$ cat config.mk
export PLATFORM = sky130hd
export DESIGN_NAME = legv8_control_decoder
export DESIGN_NICKNAME = d
export VERILOG_FILES = /design/src/rtl/legv8_control_decoder.sv
export SDC_FILE = /design/constraint.sdc
export NUM_CORES = 1
export LEC_CHECK = 0
export ABC_CLOCK_PERIOD_IN_PS = 820
export BUFFER_PORTS_ARGS = -buffer_cell sky130_fd_sc_hd__buf_4
export CAP_MARGIN = 20
export CELL_PAD_IN_SITES_DETAIL_PLACEMENT = 1
export CELL_PAD_IN_SITES_GLOBAL_PLACEMENT = 1
export CORE_AREA = 3 3 40 42
export CTS_CLUSTER_DIAMETER = 120
export CTS_CLUSTER_SIZE = 8
export DETAILED_ROUTE_END_ITERATION = 10
export DIE_AREA = 0 0 43 45
export HOLD_SLACK_MARGIN = 0.02
export PLACE_DENSITY_LB_ADDON = 0.1
export SYNTH_ARGS = -nofsm -noshare
export SYNTH_HDL_FRONTEND = slang
export SYNTH_SLANG_ARGS = --single-unit
$ cat constraint.sdc
create_clock -name clk -period 0.82 [get_ports clk]
set_input_delay 0.041 -clock clk [delete_from_list [all_inputs] [get_ports clk]]
set_output_delay 0.041 -clock clk [all_outputs]
set_load 0.1 [all_outputs]
$ cat src/rtl/legv8_control_decoder.sv
// rtl/legv8_control_decoder.sv - LEGv8 main control decoder, one registered stage
// Optional illegal-opcode flags are built only when ILLEGAL_OPCODE_DETECT_EN is defined.
module legv8_control_decoder #(
    parameter int OPCODE_W = 11
) (
    input  logic                clk,
    input  logic                rst,
    input  logic [OPCODE_W-1:0] opcode,
    input  logic                in_valid,
    output logic                out_valid,
    output logic                reg2loc,
    output logic                alusrc,
    output logic                memtoreg,
    output logic                regwrite,
    output logic                memread,
    output logic                memwrite,
    output logic                branch,
    output logic [1:0]          aluop
`ifdef ILLEGAL_OPCODE_DETECT_EN
    ,
    output logic                illegal,
    output logic                illegal_seen
`endif
);

    typedef struct packed {
        logic       reg2loc;
        logic       alusrc;
        logic       memtoreg;
        logic       regwrite;
        logic       memread;
        logic       memwrite;
        logic       branch;
        logic [1:0] aluop;
    } ctrl_t;

    localparam logic [10:0] OP_LDUR = 11'b11111000010;
    localparam logic [10:0] OP_STUR = 11'b11111000000;
    localparam logic [10:0] OP_ADD  = 11'b10001011000;
    localparam logic [10:0] OP_SUB  = 11'b11001011000;
    localparam logic [10:0] OP_AND  = 11'b10001010000;
    localparam logic [10:0] OP_ORR  = 11'b10101010000;
    localparam logic [7:0]  OP_CBZ  = 8'b10110100;

    localparam ctrl_t CTRL_NOP   = '{default: '0};
    localparam ctrl_t CTRL_LDUR  = '{reg2loc: 1'b0, alusrc: 1'b1, memtoreg: 1'b1, regwrite: 1'b1,
                                     memread: 1'b1, memwrite: 1'b0, branch: 1'b0, aluop: 2'b00};
    localparam ctrl_t CTRL_STUR  = '{reg2loc: 1'b1, alusrc: 1'b1, memtoreg: 1'b0, regwrite: 1'b0,
                                     memread: 1'b0, memwrite: 1'b1, branch: 1'b0, aluop: 2'b00};
    localparam ctrl_t CTRL_RTYPE = '{reg2loc: 1'b0, alusrc: 1'b0, memtoreg: 1'b0, regwrite: 1'b1,
                                     memread: 1'b0, memwrite: 1'b0, branch: 1'b0, aluop: 2'b10};
    localparam ctrl_t CTRL_CBZ   = '{reg2loc: 1'b1, alusrc: 1'b0, memtoreg: 1'b0, regwrite: 1'b0,
                                     memread: 1'b0, memwrite: 1'b0, branch: 1'b1, aluop: 2'b01};

    ctrl_t ctrl_d, ctrl_q;
    logic  valid_d, valid_q;
    logic  listed;
    ctrl_t decoded;

    // CBZ ignores the low three opcode bits; everything else needs an exact match.
    always_comb begin
        decoded = CTRL_NOP;
        listed  = 1'b1;
        if (opcode[10:3] == OP_CBZ) begin
            decoded = CTRL_CBZ;
        end else begin
            case (opcode)
                OP_LDUR: decoded = CTRL_LDUR;
                OP_STUR: decoded = CTRL_STUR;
                OP_ADD,
                OP_SUB,
                OP_AND,
                OP_ORR:  decoded = CTRL_RTYPE;
                default: listed  = 1'b0;
            endcase
        end
    end

    // A bubble clears every control so no write enable leaks through.
    always_comb begin
        valid_d = in_valid;
        ctrl_d  = in_valid ? decoded : CTRL_NOP;
    end

    always_ff @(posedge clk or posedge rst) begin
        if (rst) begin
            valid_q <= 1'b0;
            ctrl_q  <= CTRL_NOP;
        end else begin
            valid_q <= valid_d;
            ctrl_q  <= ctrl_d;
        end
    end

    assign out_valid = valid_q;
    assign reg2loc   = ctrl_q.reg2loc;
    assign alusrc    = ctrl_q.alusrc;
    assign memtoreg  = ctrl_q.memtoreg;
    assign regwrite  = ctrl_q.regwrite;
    assign memread   = ctrl_q.memread;
    assign memwrite  = ctrl_q.memwrite;
    assign branch    = ctrl_q.branch;
    assign aluop     = ctrl_q.aluop;

`ifdef ILLEGAL_OPCODE_DETECT_EN
    logic illegal_d, illegal_q;
    logic illegal_seen_d, illegal_seen_q;

    always_comb begin
        illegal_d      = in_valid && !listed;
        illegal_seen_d = illegal_seen_q || illegal_d;
    end

    always_ff @(posedge clk or posedge rst) begin
        if (rst) begin
            illegal_q      <= 1'b0;
            illegal_seen_q <= 1'b0;
        end else begin
            illegal_q      <= illegal_d;
            illegal_seen_q <= illegal_seen_d;
        end
    end

    assign illegal      = illegal_q;
    assign illegal_seen = illegal_seen_q;
`else
    logic unused_listed;
    assign unused_listed = listed;
`endif

endmodule

Yosys cells after proc, flatten, opt, wreduce, memory -nomap -nowiden
Cells that the tools add are included.

Register bits: 10. Word-level logic and storage cells: 20. Bits of input ports: 14. Output and inout bits: 10.

Reduce and logical (&&, ||, !) cells: 1. Eq/ne operators: 7. Mux-type cells: 3.

Operators by type and width (number): == test 11 bit, second input constant (6); case mux 9 bit (3 select lines) (1); 2-to-1 mux 9 bit (2); == test 8 bit, second input constant (1); OR reduction 4 bit (1).

Depth between registers and ports, before layout
Gate-level depths: netlist of the first run.

Depth in word-level cells: 5. Gate-level depth with buffers: 3. Gate-level depth less buffers: 3.

Least setup slack after synthesis of the first run
No wires, ideal clock.

Path type: reg2out. Start: register ctrl_q (netlist bit aluop[0]). End: output port aluop[0]. Data required time: 779 ps. Arrival time: 1324 ps. Cell stages (with the launch flop): 2. Buffers on the path: 1. Setup slack: -545 ps. Cells stage by stage: dfrtp_1 -> buf_4.

RTL lines: start: declaration (RTL line 55) `ctrl_t ctrl_d, ctrl_q;`; start signal: assignment (RTL line 91) `ctrl_q <= ctrl_d;`; end: declaration (RTL line 18) `output logic [1:0] aluop`.

No word-level cell between the ends.

==> results of run 1 <==
[worst min-delay path, delay by kind of cell]
| kind | cells | cell delay, ps |
|---|---|---|
| buffers and inverters | 1 | 120 |
| and+or+nand+nor | 2 | 110 |
[Yosys cell counts]
cell      number  area share, %
or3_4          1            3.2
inv_1          2            2.1
or3_1          1            1.8
dfrtp_1        8             57
mux2i_1        1            2.8
nand3_1        3            4.2
a21oi_1        2            2.8
nor4b_2        1            4.2
buf_4          2            4.2
nor3_1         2            2.8
nor2_1         5            5.3
nand3b_4       1            5.7
nand2_1        4            4.2
[timing repair]
action / in CTS / in global routing
endpoints found under the hold margin: 10 / 0
hold buffers: 3 / 0
cloned: 0 / 0
endpoints found under the setup margin: 10 / 10
pin swaps: 0 / 0
gates resized for setup: 12 / 7
[layer usage]
layer | global-route usage, % | vias to the layer above | part of all wire (%) | wire [µm]
met5 | 0 | - | 0 | 0
met4 | 10.84 | 0 | 2.4 | 19
met3 | 1.992 | 2 | 12 | 98
met2 | 16.47 | 23 | 51 | 412
met1 | 7.960 | 145 | 34 | 272
li1 | - | 163 | - | -
[sequential cells by signal (all words and copies together) (netlist names)]
name and count:
reg2loc 1, memread 1, aluop 2, out_valid 1, memwrite 1, regwrite 1
alusrc 1
[worst paths after layout]
path / start / slack, ps / end / cells after the start
max in group asynchronous: rst / 290 / aluop[0] / 3
min in group asynchronous: rst / 280 / regwrite / 3
worst max-delay path: memread / -130 / memtoreg / 1
worst min-delay path: opcode[5] / 60 / aluop[0] / 3
[layout make-up]
| class | count | area (µm²) | area share [%] |
|---|---|---|---|
| Multi-Input combinational cell | 21 | 131.4 | 19.48 |
| Tap cell | 15 | 18.77 | 2.783 |
| Inverter | 2 | 7.507 | 1.113 |
| Sequential cell | 8 | 215.2 | 31.91 |
| Clock buffer | 3 | 22.52 | 3.340 |
| Timing Repair Buffer | 26 | 279.0 | 41.37 |
[cells by family after synthesis]
| logic type | share of synthesized area [%] |
|---|---|
| compound gates | 2.827 |
| buf+inv | 6.360 |
| flops | 56.54 |
| mux | 2.827 |
| simple gates | 31.45 |
[per-stage QoR]
step	utilization [%]	hold slack, ps
3_3_place_gp	42.45	-9.378
3_5_place_dp	42.45	-1.980
5_1_grt	52.48	65.46
2_1_floorplan	-	-143.7
6_report	52.48	57.87
4_1_cts	50.05	49.89
[placed cells by master (no fill, tap or decap)]
| master | synthesis | layout |
|---|---|---|
| buf_4 | 2 | 13 |
| dfrtp_2 | 0 | 6 |
| nor2_1 | 5 | 5 |
| buf_6 | 0 | 5 |
| nand2_1 | 4 | 4 |
| buf_12 | 0 | 4 |
| nand3_1 | 3 | 3 |
| clkbuf_4 | 0 | 3 |
| dlygate4sd3_1 | 0 | 3 |
| a21oi_1 | 2 | 2 |
| inv_1 | 2 | 2 |
| nor3_1 | 2 | 2 |
| dfrtp_4 | 0 | 2 |
| nand3b_4 | 1 | 1 |
| or3_4 | 1 | 1 |
| nor4b_2 | 1 | 1 |
| mux2i_1 | 1 | 1 |
| or3_1 | 1 | 1 |
| buf_8 | 0 | 1 |
[where the power goes]
part	switching (mW)	internal, mW
logic	0.0653	0.0740
registers	0.00241	0.399
clock network	0.116	0.166
total	0.184	0.639
==> flow_summary.toml, run 1 <==
[synth]
synthCells = 33
synthDistinctLibCells = 13
syn_area_um2 = 354.1
synth_nets = 47
ys_ff_latch = 8
seq_area_frac_synth_pct = 56.54
yosysWarnings = 0
avgSynthCellArea_um2 = 10.73

[drt]
viasPerCell = 4.440
ant_nets = 0
avgRoutedWirePerCell_um = 10.69
dr.pass1.iters = 1
drc = 0
finalWirelength_um = 802
num_vias = 333
drt-initial-drc-count = 0

[power_and_ir_drop]
ir_worst_vdd_uv = 467.7
pwr_density_cell_mw_per_mm2 = 1220
p_leak_nw = 0.3072
report.power.total_uw = 822.8

[worst_setup_path]
path_class = "reg2out"
worstPathCellList = "buf_6"
slowest_delay_ps = 470
cp_slowest_cell = "dfrtp_4"
worstPathMaxFanout = 2
cp_top_family = "flip-flops"
critical_path_arrival_ps = 910
start_kind = "flop"
worstSetupEndpointType = "primary output"
critPathBufInv = 1
cp.required_ps = 780

[grt]
gr-total-overflow = 0
antenna_found_initial = 0
first_global_vias = 318
grt_max_degree = 9
grt_pass1_wl_um = 1255
grt_use_total_pct = 9.259

[timing]
fin_crit_ps = 950.0
setup_slack_ps = -130.0
finalSetupViolCount = 10
finalSetupTns_ps = -766.6
max_slew_margin_pct = 77.21
grt_setup_unrepaired = "yes"
drv_slew = 0
worst_pin_slew_ps = 341.0
hold_viol = 0
fmax_mhz = 1053
finalCritPeriodShare_pct = 115.9

[placement]
portBuffers = 23
place_inst = 69
placed_area_um2 = 545.5
place.gp.congestion = 0.6877
dp_hpwl_um = 699.6
place_ws_ps = -136.3

[final_layout]
antennaDiodeCount = 0
nets = 76
nFillCells = 138
syn2layout_area_growth_pct = 90.46
final_cells = 75
stdcell_area_um2 = 674.4
drive_gt1_share_pct = 61.67

[floorplanning]
die-area_mm2 = 0.001935
core_mm2 = 0.001285
die_h_um = 45
ios = 24
start_util_pct = 27.56
die_w_um = 43
fp-row-count = 13

[worst_hold_path]
hp-class = "in2reg"

[cts]
cts_made_buffers = 3
post_cts_buffers = 0
cts_sinks = 8
cts-root-buf = "clkbuf_4"
cts.clk_slew.worst_paths_ps = 50
clockBufferDepth = 2
cts_tree = "built"
cts_htree_levels = 1

[status]
status = "finished, violations left"
violations = "setup timing"

[flow_run]
max_cap_violations = 0
Note: power is estimated with default switching activity, not from simulation.
==> run 2, diff against run 1 <==
==> constraint.sdc (replaced) <==
create_clock -name clk -period 0.82 [get_ports clk]
set_input_delay 0.164 -clock clk [delete_from_list [all_inputs] [get_ports clk]]
set_output_delay 0.164 -clock clk [all_outputs]
set_load 0.1 [all_outputs]
==> run 2 against run 1 <==
The flow still finishes with violations (setup timing). Die area stayed put. Worst hold slack better by 82 ps. Via count increased by 3.3%. Final cell count grew 2.7%. Non-clock buffer count is 2 higher. Design area increased by 7.8%. Critical path depth stayed put. Largest cell class unchanged. Largest power group unchanged. Highest routed layer is now met3.
==> flow_summary.toml, run 2 (synthesis results as in run 1) <==
[worst_hold_path]
hold-path-endpoint = "out_valid"
min_from = "in_valid"
hp-class = "in2reg"
min_path_cells = 2

[cts]
clockBufferDepth = 2
cts_tree = "built"
cts_made_buffers = 3
cts-root-buf = "clkbuf_4"
cts_htree_levels = 1
cts.clk_slew.worst_paths_ps = 60
cts_sinks = 8

[worst_setup_path]
start_kind = "flop"
worstPathMaxFanout = 2
worstSetupEndpointType = "primary output"
critical_path_arrival_ps = 920
worstPathCellList = "buf_12"
cp_slowest_cell = "dfrtp_4"
cp_top_family = "flip-flops"
cp.required_ps = 660
path_class = "reg2out"
slowest_delay_ps = 500
critPathBufInv = 1

[grt]
first_global_vias = 380
grt_pass1_wl_um = 1428
grt_use_total_pct = 10.34
gr-total-overflow = 0
grt_max_degree = 9
antenna_found_initial = 0

[power_and_ir_drop]
switching_share_pct = 22.89
pwr-share-clk_pct = 33.7
p_seq_share_pct = 47.7
switchingPower_uw = 192.7
report.power.total_uw = 841.7
comb_power_share_pct = 18.6
p_leak_nw = 0.3287
ir_worst_vdd_uv = 498.7
p_int_uw = 649.0
pwr_density_cell_mw_per_mm2 = 1158

[drt]
drc = 0
top_layer_used = "met3"
finalWirelength_um = 871
met3_length_um = 72
wirelength_met1_um = 285
dr.pass1.iters = 4
avgRoutedWirePerCell_um = 11.31
num_vias = 344
ant_nets = 0
drt-initial-drc-count = 1
wl_met2_um = 513
viasPerCell = 4.468

[floorplanning]
start_util_pct = 27.56
die_w_um = 43
die-area_mm2 = 0.001935
die_h_um = 45
ios = 24
fp-row-count = 13
core_mm2 = 0.001285

[timing]
hold_viol = 0
setup_slack_ps = -268.7
drv_slew = 0
grt_setup_unrepaired = "yes"
max_slew_margin_pct = 80.45
fin_crit_ps = 1089
finalSetupTns_ps = -2037
finalSetupViolCount = 10
fmax_mhz = 918.5
worst_pin_slew_ps = 292.0
finalCritPeriodShare_pct = 132.8

[final_layout]
nets = 78
nFillCells = 136
stdcell_area_um2 = 726.9
drive_gt1_share_pct = 72.58
final_cell_mix = "16 x buf_4, 6 x dfrtp_2, 6 x buf_12"
layout_commonest_cell = "buf_4"
fin_util_pct = 56.57
largest_register_ffs = 2
syn2layout_area_growth_pct = 105.3
antennaDiodeCount = 0

[placement]
placed_area_um2 = 589.3
place.gp.congestion = 0.6643
place_ws_ps = -264.2
dp_hpwl_um = 758
portBuffers = 23

[status]
violations = "setup timing"
status = "finished, violations left"

[flow_run]
max_cap_violations = 0
run 2: cell count changes in the layout (fill, tap and decap cells not counted), sizes merged:
| cell | change |
|---|---|
| buf | +4 |
| dlygate4sd3 | -2 |
run 2: worst max-delay path by stage:
| stage | startpoint | endpoint | slack [ps] | depth (start not counted) |
|---|---|---|---|---|
| after detailed placement | opcode[2] | alusrc | -260 | 4 |
| after CTS | memread | memread | -270 | 1 |
| after global routing | aluop[0] | aluop[0] | -300 | 1 |
| after floorplan | aluop[0] | aluop[0] | -210 | 1 |
| after global placement | opcode[2] | alusrc | -230 | 4 |
| final | aluop[0] | branch | -270 | 1 |
run 2: area by class of cell:
type / instances / area [µm²] / area share (%)
repair buffers: 28 / 306.5 / 42.17
inverters: 2 / 7.507 / 1.033
flip-flops and latches: 8 / 215.2 / 29.60
well taps: 15 / 18.77 / 2.582
clock buffers: 3 / 22.52 / 3.098
multi-input cells: 21 / 156.4 / 21.51
run 2: power by group through the flow:
stage	Clock (mW)	Combinational (mW)	Sequential [mW]
after detailed placement	0	0.139	0.407
final	0.284	0.156	0.401
after floorplan	0	0.0306	0.428
after global routing	0.322	0.170	0.400
after global placement	0	0.135	0.406
after CTS	0.299	0.150	0.400
run 2: through the flow:
step / instances / hold WS (ps)
after floorplan: 33 / -20.69
after global placement: 73 / 111.8
after detailed placement: 73 / 123.0
after CTS: 77 / 119.3
after global routing: 77 / 142.9
final: 77 / 139.6
run 2: repair_timing:
item / in CTS / in global routing
gates cloned: 0 / 0
hold buffers: 1 / 0
pin swaps: 0 / 0
buffers inserted: 0 / 0
endpoints found under the hold margin: 8 / 0
gates resized for setup: 11 / 14
endpoints found under the setup margin: 11 / 12
run 2: metal layers:
layer	up-vias	global-route usage, %
li1	167	-
met1	157	10.17
met2	20	18.26
met3	0	0
met4	0	12.65
met5	-	0
